==> src/rtl/rv32_pkg.sv <==
// Shared RV32 fetch-stage constants, also used by the PC+4 adder, the PC mux and
// instruction memory.
package rv32_pkg;

    localparam int XLEN = 32;
    localparam logic [XLEN-1:0] RESET_VECTOR = 32'h0000_0000;

endpackage : rv32_pkg

==> src/rtl/program_counter.sv <==
// Architectural PC register for the fetch stage. It stores the next-PC value each
// edge and performs no selection or arithmetic.
module program_counter #(
    parameter int                          XLEN         = rv32_pkg::XLEN,
    parameter logic [rv32_pkg::XLEN-1:0]   RESET_VECTOR = rv32_pkg::RESET_VECTOR
) (
    input  logic            clk,
    input  logic            reset,
    input  logic [XLEN-1:0] PC_in,
    output logic [XLEN-1:0] PC_out
);

    // Stalls are handled upstream by feeding PC_out back to PC_in, so the
    // register loads on every edge.
    always_ff @(posedge clk) begin
        if (reset) begin
            PC_out <= RESET_VECTOR[XLEN-1:0];
        end else begin
            PC_out <= PC_in;
        end
    end

endmodule : program_counter

==> config.mk <==
export PLATFORM = sky130hd
export DESIGN_NAME = program_counter
export DESIGN_NICKNAME = d
export VERILOG_FILES = /design/src/rtl/rv32_pkg.sv /design/src/rtl/program_counter.sv
export SDC_FILE = /design/constraint.sdc
export NUM_CORES = 1
export LEC_CHECK = 0
export ABC_AREA = 1
export ABC_CLOCK_PERIOD_IN_PS = 800
export CAP_MARGIN = 20
export CORE_ASPECT_RATIO = 1.4
export CORE_MARGIN = 2
export CORE_UTILIZATION = 26
export CTS_CLUSTER_SIZE = 20
export DETAILED_ROUTE_END_ITERATION = 6
export DONT_BUFFER_PORTS = 1
export SLEW_MARGIN = 20
export SYNTH_ARGS = -nofsm -noshare
export SYNTH_HDL_FRONTEND = slang
export SYNTH_SLANG_ARGS = --single-unit
==> constraint.sdc <==
create_clock -name clk -period 0.8 [get_ports clk]
set_input_delay 0.16 -clock clk [delete_from_list [all_inputs] [get_ports clk]]
set_output_delay 0.16 -clock clk [all_outputs]
set_load 0.05 [all_outputs]
After elaboration in Yosys (flattened, before gate mapping)

Cells that the tools add are included.

Flip-flop bits (word level): 32
Output and inout bits: 32
Logic and storage cells: 1

Longest topological paths before layout

Depth after elaboration: 0
Gate-level depth with buffers: 2
Mapped depth without buffers: 2

Worst setup path before layout

No wires, ideal clock.

Kind: register to output
From: reg PC_out[0]
To: out PC_out[0]
Data arrival time: 0.587 ns
Data required time: 0.640 ns
Setup slack: 0.053 ns
Cell stages (with the launch flop): 1
Buffers on the path: 0
Cell sequence: dfxtp_1

RTL lines:

| what                   | line                  | text |
|---|---|---|
| from (decl)            | program_counter.sv:10 | `output logic [XLEN-1:0] PC_out` |
| from (signal assigned) | program_counter.sv:17 | `PC_out <= RESET_VECTOR[XLEN-1:0];` |
| from (signal assigned) | program_counter.sv:19 | `PC_out <= PC_in;` |

No word-level cell between the ends.

Worst setup path in the final report

From: reg PC_out[18]
To: out PC_out[18]

No word-level cell between the ends.

==> metrics <==
status finished, violations left; failing checks negative setup slack; clock power share a little over a third; routed vias/inst ~3.7; Tmin final just over 0.9 ns; CP Data Arrival Time 0.75 ns; fmax 1.096 GHz; share of post-route cells with drive strength above 1 42.26%; worst endpoint required time ~0.64 ns; Post CTS Setup Buffer Count 0; die area between 4000 and 5000 sq um; Yosys top cell by area dfxtp_1; post-synthesis async set-or-reset flop share 0%; CP max-delay cell dfxtp_2; Comb pwr share a little over a fifth; initial DRC count 7; Top-Level Pins 66; Mapped Cells 99; initial antenna violation count 0; largest reg by FF count PC_out; TritonCTS Buffers 5; Critical Path Source Type register; Switch Pwr 0.9829 mW; Most Crowded Layer GR met2; Avg WL per Cell 10.85 um; Hold Path Cell Cnt 2; top_reg_cell synth dfxtp_1; internal power between 3 and 4 mW; Chip Height 74.18 um; EDFF count, synth 0; area of the mapped netlist 914.6 sq um; Slew @ Worst Pin 0.3762 ns; critical path, cell by cell buf_12; Crit. End Element output port; Buf/Inv on CP 1; crit path launch PC_out[18]; Sw Ratio around 24%; fin. max-slew vios 0; Crit Path Category reg2out; drt drc 0; routability cong. 0.5960; final worst setup slack -0.1124 ns; H-tree depth 2; Netlist cell types 4; RSZ-0062 raised after global routing yes; post-DP HPWL 1517 um; first-pass GRT wire length 3470 um; Pwr Density a little under 2000 nW/um^2; register area share after synthesis 70.04%; top-area cell type share of the netlist area 70.04%; Worst IR Drop VDD around 1.3 mV; Final period util 114.0%; Hold Slack around 0.0085 ns; Core ar. roughly 3400 sq um; met3 usage 6.426%; Design Power between 4 and 5 mW; met2 Track Usage GR 21.55%; CTS tree yes; DRT Pass-1 Iters 4; Die W 54.13 um; HP Start PC_in[0]; setup TNS -3.222 ns; Root Driver clkbuf_8; max FFs per register 32; Largest regs PC_out x32; syn avg cell area 9.239 sq um; Fin. Hold Viols 0; YS warnings 0; main area contributors after synthesis dfxtp_1, inv_1, nor2_1, buf_6; delay-heaviest family, CP flip-flops; post-synth net total 133; Synth Register Bits 32; slowest stage delay, CP about 0.35 ns; IO Port Bufs 0; Routed Antenna Nets 0; gr ovfl total 0; Routed WL 2256 um; Final setup viols 32; P&R area growth vs syn 123.3%; fin util 60.44%; Post-synth top cells dfxtp_1, inv_1, nor2_1, buf_6; pin count of the biggest net entering global routing 24; final antenna diode count 0; num rows 25; vias post-DR 770; Max-Cap Viols 0; Tot GR Track Use between 10% and 20%; clk sink count 32; fin nets 201; initial core utilization 27.07%; clk buf depth 2; static leakage 1.018 nW; M1 GR Usage 10.58%; sequential power share around 44%; relative max-transition margin 74.92%; Hold Crit Class in2reg; vias in the first global route around 830; Clock transition at path regs 0.06 ns; CP Max Fanout 1; worst hold endpoint PC_out[0]
[metrics by stage]
step | cell area (sq um) | instances | setup WS (ns)
floorplan | 914.6 | 99 | 0.05267
global placement | 1572 | 168 | 0.1565
detailed placement | 1572 | 168 | 0.1412
CTS | 2039 | 208 | -0.1280
global route | 2042 | 208 | -0.1405
finish | 2042 | 208 | -0.1124
[logic make-up after synthesis]
family / share of synthesized area, %
flops: 70.04
simple gates: 13.13
buf+inv: 16.83
[cell type report]
class                      count  area (sq um)
fill                         277          1336
timing repair buffer          64         963.4
sequential                    32         680.7
multi-input combinational     32         120.1
inverter                      32         120.1
clock buffer                   6         72.57
tap                           40         50.05
clock inverter                 2         35.03
[worst max path at each step]
stage / end / slack (ns) / cells past startpoint
global route: PC_out[8] / -0.14 / 1
finish: PC_out[18] / -0.11 / 1
CTS: PC_out[18] / -0.13 / 1
floorplan: PC_out[0] / 0.05 / 0
global placement: PC_out[25] / 0.16 / 1
detailed placement: PC_out[18] / 0.14 / 1
[layout by cell type (no fill, tap or decap), drive strengths merged]
master | Yosys | routed
dfxtp | 32 | 32
inv | 32 | 32
nor2 | 32 | 32
buf | 3 | 32
dlygate4sd3 | 0 | 31
clkbuf | 0 | 6
bufinv | 0 | 1
clkinv | 0 | 1
dlymetal6s4s | 0 | 1
[layer usage]
metal / share of wire (%) / wire, um / vias to the layer above
met5: 0 / 0 / -
met4: 1.6 / 37 / 0
met3: 8.2 / 184 / 4
met2: 57 / 1293 / 41
met1: 33 / 741 / 327
li1: - / - / 398
[power by group through the flow]
| stage | logic (mW) | registers, mW | clock network, mW |
|---|---|---|---|
| 2_1_floorplan | 0.0885 | 2.04 | 0 |
| 3_3_place_gp | 0.716 | 1.78 | 0 |
| 3_5_place_dp | 0.725 | 1.79 | 0 |
| 4_1_cts | 0.856 | 1.77 | 1.48 |
| 5_1_grt | 0.892 | 1.77 | 1.55 |
| 6_report | 0.853 | 1.77 | 1.43 |
[what timing repair did]
action | in CTS | in global routing
setup endpoints to repair | 32 | 42
hold buffers | 32 | 0
gates resized for setup | 32 | 1
hold endpoints to repair | 32 | 0
Note: power is estimated with default switching activity, not from simulation.
